File: src/rtl/dead_time_gen_pkg.sv
// dead_time_gen_pkg: shared state encodings, default sizes and leg-order names for the gate-drive stage
package dead_time_gen_pkg;
   localparam int NLEGS_DEF = 6;
   localparam int DT_W_DEF  = 8;
   typedef enum logic [1:0] {IDLE, DEAD, ON_HI, ON_LO} state_t;
   // bit position of each leg within sw_in / gate_hi / gate_lo / dead_act
   typedef enum logic [2:0] {
      LEG_BR1_L0, LEG_BR1_L1, LEG_BR2_L0, LEG_BR2_L1, LEG_BR3_L0, LEG_BR3_L1
   } leg_t;
endpackage

File: src/rtl/dead_time_gen_leg.sv
// dead_time_leg: one half-bridge leg, complementary gates with programmable dead time
//   clk, rst (async, active-low), en_q (registered enable), sw (raw switching bit),
//   dt (dead time, clamped to >=1), gate_hi/gate_lo (registered gates), dead_act (IDLE or DEAD)
module dead_time_leg import dead_time_gen_pkg::*; #(
   parameter int DT_W = DT_W_DEF
) (
   input  logic            clk,
   input  logic            rst,
   input  logic            en_q,
   input  logic            sw,
   input  logic [DT_W-1:0] dt,
   output logic            gate_hi,
   output logic            gate_lo,
   output logic            dead_act
);
   state_t state, state_nx;
   logic [DT_W-1:0] cnt, cnt_nx, dt_c;
   logic in_q, tgt, tgt_nx;
   assign dt_c = (dt == '0) ? DT_W'(1) : dt;
   always_ff @(posedge clk or negedge rst)
      if (!rst) begin
         state    <= IDLE;
         cnt      <= '0;
         tgt      <= 1'b0;
         in_q     <= 1'b0;
         gate_hi  <= 1'b0;
         gate_lo  <= 1'b0;
         dead_act <= 1'b1;
      end else begin
         state    <= state_nx;
         cnt      <= cnt_nx;
         tgt      <= tgt_nx;
         in_q     <= sw;
         // gates decoded from the next state so they switch on the same edge as the FSM
         gate_hi  <= state_nx == ON_HI;
         gate_lo  <= state_nx == ON_LO;
         dead_act <= state_nx == IDLE || state_nx == DEAD;
      end
   always_comb begin
      state_nx = state;
      cnt_nx   = cnt;
      tgt_nx   = tgt;
      if (!en_q) begin
         state_nx = IDLE;
         cnt_nx   = '0;
      end else
         case (state)
            IDLE: begin
               state_nx = DEAD;
               cnt_nx   = dt_c;
               tgt_nx   = in_q;
            end
            DEAD:
               // a changed command restarts the full dead time toward the new target
               if (in_q != tgt) begin
                  tgt_nx = in_q;
                  cnt_nx = dt_c;
               end else if (cnt == DT_W'(1))
                  state_nx = tgt ? ON_HI : ON_LO;
               else
                  cnt_nx = cnt - DT_W'(1);
            ON_HI:
               if (!in_q) begin
                  state_nx = DEAD;
                  tgt_nx   = 1'b0;
                  cnt_nx   = dt_c;
               end
            ON_LO:
               if (in_q) begin
                  state_nx = DEAD;
                  tgt_nx   = 1'b1;
                  cnt_nx   = dt_c;
               end
            default: state_nx = IDLE;
         endcase
   end
endmodule

File: src/rtl/dead_time_gen.sv
// dead_time_gen: dead-time insertion for the six modulator legs with global gate enable
//   clk, rst (async, active-low), en (low forces all gates off), dt (dead time in cycles),
//   sw_in (1 = upper on), gate_hi/gate_lo (complementary gates), dead_act (leg in IDLE or DEAD)
module dead_time_gen import dead_time_gen_pkg::*; #(
   parameter int NLEGS = NLEGS_DEF,
   parameter int DT_W  = DT_W_DEF
) (
   input  logic             clk,
   input  logic             rst,
   input  logic             en,
   input  logic [DT_W-1:0]  dt,
   input  logic [NLEGS-1:0] sw_in,
   output logic [NLEGS-1:0] gate_hi,
   output logic [NLEGS-1:0] gate_lo,
   output logic [NLEGS-1:0] dead_act
);
   logic en_q;
   always_ff @(posedge clk or negedge rst)
      if (!rst) en_q <= 1'b0;
      else en_q <= en;
   for (genvar i = 0; i < NLEGS; i++) begin : g_leg
      dead_time_leg #(.DT_W(DT_W)) u_leg (
         .clk      (clk),
         .rst      (rst),
         .en_q     (en_q),
         .sw       (sw_in[i]),
         .dt       (dt),
         .gate_hi  (gate_hi[i]),
         .gate_lo  (gate_lo[i]),
         .dead_act (dead_act[i])
      );
   end
endmodule
File: config.mk
export PLATFORM = sky130hd
export DESIGN_NAME = dead_time_gen
export DESIGN_NICKNAME = d
export VERILOG_FILES = /design/src/rtl/dead_time_gen_pkg.sv /design/src/rtl/dead_time_gen_leg.sv /design/src/rtl/dead_time_gen.sv
export SDC_FILE = /design/constraint.sdc
export NUM_CORES = 1
export LEC_CHECK = 0
export CAP_MARGIN = 15
export CORE_AREA = 2 2 131 95
export DETAILED_ROUTE_END_ITERATION = 16
export DIE_AREA = 0 0 133 97
export DONT_BUFFER_PORTS = 1
export GPL_TIMING_DRIVEN = 1
export SLEW_MARGIN = 40
export SYNTH_ARGS = -nofsm -noshare
export SYNTH_HDL_FRONTEND = slang
export SYNTH_SLANG_ARGS = --single-unit
File: constraint.sdc
create_clock -name clk -period 2 [get_ports clk]
set_input_delay 0.6 -clock clk [delete_from_list [all_inputs] [get_ports clk]]
set_output_delay 0.6 -clock clk [all_outputs]
set_load 0.01 [all_outputs]
Yosys cells after proc, flatten, opt, wreduce, memory -nomap -nowiden
Index checks and enable logic that the tools add are counted.
{ "classes": {"mux": 103, "reduce_logical": 31, "eq_ne": 84, "n_addsub": 6} }
{ "op_table": {"columns": ["operator", "count"], "rows": [
  ["$mux 8", 31],
  ["$pmux 8 s4", 6],
  ["$mux 2", 30],
  ["$eq 2x2->1 const B", 24],
  ["$eq 8x1->1 const B", 6],
  ["$pmux 2 s4", 6],
  ["$sub 8x1->8 const B", 6],
  ["$eq 2x1->1 const B", 12],
  ["$logic_not 2->1", 12],
  ["$mux 1", 24],
  ["$ne 2x1->1 const B", 12],
  ["$ne 4x3->1 const B", 6],
  ["$pmux 1 s4", 6],
  ["$reduce_and 4->1", 6],
  ["$ne 3x2->1 const B", 6],
  ["$ne 3x3->1 const B", 6],
  ["$reduce_and 3->1", 6],
  ["$ne 2x2->1 const B", 6],
  ["$logic_not 8->1", 1],
  ["$logic_or 1x1->1", 6],
  ["$ne 1x1->1", 6]
]} }
{ "word_totals": {"elab_cells": 267, "inputBits": 17, "register_bits": 91} }

Longest topological paths before layout
Gate-level depths: netlist (run 1).
{ "logic_depth": {"word_depth": 7, "ltp_mapped": 8, "depth_no_buf": 8} }

Hierarchy
From an unflattened synthesis (run 1), not the netlist that was laid out.
{ "hier_totals": {"hier_cells": 585, "area_unflattened_um2": 5496.5} }
{ "modules_own_cells": {"columns": ["module", "n_inst", "area_each_um2", "cells_per_inst", "seq_area_each_um2"], "rows": [
  ["dead_time_leg (g_leg[1].u_leg ...)", 3, 868.3, 91, 376.6],
  ["dead_time_leg (g_leg[0].u_leg)", 1, 1012.2, 112, 376.6],
  ["dead_time_leg (g_leg[5].u_leg)", 1, 949.7, 105, 376.6],
  ["dead_time_leg (g_leg[4].u_leg)", 1, 904.6, 94, 376.6],
  ["dead_time_gen", 1, 25.0, 1, 25.0]
]} }

Least setup slack after synthesis (run 1)
OpenSTA, ideal clock, no wires.
{ "synth_timing": {"path_type": "reg-to-reg", "from": "register g_leg[5].u_leg.cnt[1]", "to": "register g_leg[5].u_leg.cnt[5]", "stages_incl_launch_ff": 8, "arrival_time_ps": 1924, "period_less_slack_ps": 2053, "setup_slack_ps": -53, "setup_time_ps": 129, "path_cell_list": "dfrtp_1 inv_1 ha_1 or4b_2 nor2b_1 a31oi_1 nand2_1 o21ai_0"} }
{ "synth_via": {"elab_chain_cells": 5} }
{ "synth_lines": {"columns": ["item", "line_no", "rtl"], "rows": [
  ["start: declaration", "dead_time_gen_leg.sv:17", "logic [DT_W-1:0] cnt, cnt_nx, dt_c;"],
  ["start signal: assignment", "dead_time_gen_leg.sv:31", "cnt <= cnt_nx;"],
  ["$sub 8x1->8", "dead_time_gen_leg.sv:61", "cnt_nx = cnt - DT_W'(1);"],
  ["$mux 8", "dead_time_gen_leg.sv:58", "end else if (cnt == DT_W'(1))"],
  ["$mux 8", "dead_time_gen_leg.sv:55", "if (in_q != tgt) begin"],
  ["$pmux 8 s4", "dead_time_gen_leg.sv:47", "case (state)"],
  ["$mux 8", "dead_time_gen_leg.sv:43", "if (!en_q) begin"]
]} }
Several ways; a longest one is shown, not always the timed one. The select of a mux whose other input is x is not followed.
A chain may end at the register's enable or synchronous reset.

Worst setup path in the final report (run 1)
{ "layout_timing": {"from": "register g_leg[3].u_leg.cnt[5]", "to": "register g_leg[3].u_leg.cnt[3]"} }
{ "layout_via": {"elab_chain_cells": 3} }
{ "layout_lines": {"columns": ["item", "line_no"], "rows": [
  ["start: declaration", "dead_time_gen_leg.sv:17"],
  ["start signal: assignment", "dead_time_gen_leg.sv:31"],
  ["$eq 8x1->1", "dead_time_gen_leg.sv:58"],
  ["$ne 4x3->1 (no source line)", null],
  ["$reduce_and 3->1 (no source line)", null]
]} }
No other way between the ends.

==> summary.md, run 1 <==
| Metric | Value |
|---|---|
| Status | `finished with violations` |
| Failing checks | `negative hold slack` |
| Most frequent cells in the layout | `dfrtp_1 (85), o21ai_0 (48), buf_4 (46)` |
| P&R area growth vs syn | `15.8%` |
| Critical path launch point type | `flop` |
| Initial Util | `a little over two fifths` |
| Ant diodes | `0` |
| Post-synthesis compound-gate area fraction | `20.5%` |
| Clk Latency, worst-skew pair | `roughly 340 ps` |
| Largest family of logic cells by synthesized area | `compound AO/OA/AOI/OAI gates` |
| Multi-input logic area | `2550 um^2` |
| Clk network pwr share | `about 34%` |
| Seq/Total Area, Yosys | `45.5%` |
| Dpl cells | `roughly 700` |
| Endpoint class of the critical path | `flop` |
| Top_reg_cell synth | `dfrtp_1` |
| Crit path time final | `2000 ps` |
| Fin util | `about half` |
| Initial antenna violation count | `0` |
| Post-Synth XOR/XNOR Area | `2.79%` |
| VDD IR max | `0.397 mV` |
| Total GRT Usage | `around 21%` |
| Clk sinks | `91` |
| Die Span Y | `97 um` |
| Leakage power | `0.00257 uW` |
| Setup TNS | `0 ps` |
| Core Region | `11500 um^2` |
| Die W | `approximately 130 um` |
| TritonCTS clock tree | `yes` |
| Skew final | `7.52 ps` |
| PD cells | `824 nW/um^2` |
| Worst slew margin | `63.5%` |
| # port buffers | `0` |
| Fin nets | `597` |
| First-pass DRT Iterations | `5` |
| Cell Area, Synth | `5020 um^2` |
| Final Instance Area | `5820 um^2` |
| #FFs+latches synth | `91` |
| Period utilization | `~100%` |
| DR vias | `roughly 4200` |
| Adder-cell area share of the yosys netlist | `about 3.0%` |
| Synth cell types | `60` |
| Die footprint | `around 13000 um^2` |
| Synth top area share | `42.3%` |
| Slew @ Worst Pin | `547 ps` |
| Maxcap violations | `0` |
| Most area-hungry cell type in the Yosys netlist | `dfrtp_1` |
| Finished Layout Cells | `730` |
| Syn Inst Count | `541` |
| Post-DP HPWL | `8.98 mm` |
| Clock slew at reported path FFs | `60 ps` |
| Internal power | `3340 uW` |
| Min Hold Slack | `-48.7 ps` |
| Mux cell area share after synthesis | `1.79%` |
| Dominant cells by area after synthesis | `dfrtp_1 (42%), o21ai_0 (5.3%), a21oi_1 (4.0%)` |
| Syn_nets | `between 500 and 600` |
| Sw Pwr | `1450 uW` |
| DP Area | `5370 um^2` |
| Comb power frac | `21.3%` |
| Max Clock Freq | `501 MHz` |
| Avg Inst Size Synth | `between 9 and 10 um^2` |
| Reg power frac | `44.7%` |
| Post-Synth Simple-Gate Area | `20.2%` |
| Antenna-violating nets left | `0` |
| Crit Path Class | `flop to flop` |
| Data arrival time of the critical path | `2260 ps` |
| 1st-iter DRT viols | `397` |
| Largest net degree at the start of global routing | `92` |
| Net Sw Frac | `30.2%` |
| Clock Path Buffers | `2` |
| GP Congestion | `0.913` |
| Vias in the first global route | `roughly 3900` |
| Layout cell share with drive strength beyond 1 | `18.0%` |
| # IOs | `35` |
| DRC | `0` |
| Crit-path max FO | `5` |
| Via density per instance | `roughly 5.8` |
| Final hold vios | `85` |
| Async SR Flop Fraction | `100%` |
| Root buf cell | `clkbuf_16` |
| Fill cells | `approximately 1000` |
| Inserted Clock Buffers | `9` |
| H-tree Lvls | `3` |
| First-pass GRT wire length | `between 20 and 25 mm` |
| Wire per inst | `17.8 um` |
| Worst reg-to-reg setup slack | `4 ps` |
| Max-slew violation count | `0` |
| Worst Path Required | `2260 ps` |
| RSZ-0062 raised after global routing | `yes` |
| Worst Hold Class | `input pin to async pin` |
| FF+latch area | `2280 um^2` |
| YS warnings | `0` |
| Rows | `33` |
| Number of synthesized flops with an enable pin | `0` |
| Final setup violation count | `0` |
| Commonest non-fill, non-tap cell in the layout | `dfrtp_1` |
| Grt total ovfl | `0` |
| Total Wirelength | `13.0 mm` |
## through the flow
stage                     total power [uW]  worst slack (ps)
after floorplan                       2810              36.2
after global placement                3100              55.9
after detailed placement              3120             -34.7
after CTS                             4770              2.95
after global routing                  5050             -84.2
final                                 4790              3.85
## power by group through the flow
stage / combinational [uW] / sequential (uW) / clock, uW
6_report: 1020 / 2140 / 1630
5_1_grt: 1140 / 2160 / 1750
4_1_cts: 965 / 2130 / 1670
3_5_place_dp: 960 / 2160 / 0
3_3_place_gp: 936 / 2160 / 0
2_1_floorplan: 665 / 2140 / 0
## registers in the layout, summed over array words and instances, names as in the netlist
signal                count
g_leg.u_leg.in_q          6
en_q                      1
g_leg.u_leg.state        12
g_leg.u_leg.dead_act      6
g_leg.u_leg.tgt           6
g_leg.u_leg.gate_lo       6
g_leg.u_leg.cnt          48
g_leg.u_leg.gate_hi       6
## Yosys cell counts, types with 11 or more instances
master / number
o2bb2ai_1: 19
a21oi_1: 40
nand2_1: 41
inv_1: 30
nor3_1: 27
buf_4: 18
dfrtp_1: 85
nor2_1: 44
o21ai_0: 53
nor4_1: 12
xor2_1: 11
ha_1: 12
## worst paths after layout
| kind | from | to | depth (start not counted) |
|---|---|---|---|
| setup / recovery | g_leg[3].u_leg.cnt[5]$_DFFE_PN0P_ | g_leg[3].u_leg.cnt[3]$_DFFE_PN0P_ | 7 |
| hold reg to reg | g_leg[4].u_leg.cnt[3]$_DFFE_PN0P_ | g_leg[4].u_leg.cnt[3]$_DFFE_PN0P_ | 1 |
| setup reg to reg | g_leg[3].u_leg.cnt[5]$_DFFE_PN0P_ | g_leg[3].u_leg.cnt[3]$_DFFE_PN0P_ | 7 |
| hold / removal | rst | g_leg[5].u_leg.cnt[4]$_DFFE_PN0P_ | 0 |
| max in group asynchronous | rst | g_leg[3].u_leg.dead_act$_DFF_PN1_ | 0 |
| min in group clk | sw_in[0] | g_leg[0].u_leg.in_q$_DFF_PN0_ | 0 |
## cell families after synthesis
group | Yosys count
adder cells (fa/ha/maj) | 12
multiplexers | 9
AO/OA/AOI/OAI | 161
buffers and inverters | 64
XOR/XNOR | 16
AND/OR/NAND/NOR | 188
flip-flops | 91
## layout make-up
cell class | count | area share [%]
inverter | 31 | 2.02
sequential | 91 | 39.3
timing repair buffer | 49 | 6.67
tap | 157 | 3.38
multi-input combinational | 386 | 43.8
clock inverter | 4 | 0.430
clock buffer | 12 | 4.41
## worst max-delay path: stages, from the launching register on
cell	delay, ps
dfrtp_1	380
or4_4	550
nor4b_4	300
buf_4	160
a31oi_4	130
buf_6	160
o21ai_0	80
o2bb2ai_1	150
## what timing repair did
action	in CTS	in global routing
gates resized for setup	2	29
pin swaps	0	8
endpoints found under the setup margin	7	44
cloned	0	0
buffers inserted	0	5
endpoints found under the hold margin	85	85
## per-layer routing
layer	track usage [%]	share of wire (%)	wire length, um	vias up
li1	-	-	-	2003
met1	32.1	50	6560	2090
met2	29.4	43	5670	127
met3	4.56	5.5	717	10
met4	3.72	0.63	82	0
met5	0	0	0	-
(Power assumes the default switching activity.)
==> inputs of run 2 (changes only) <==
Settings changed: CAP_MARGIN 15 to 20.
==> results of run 2 <==
No change in the layout: final DEF, timing and power equal those of run 1.
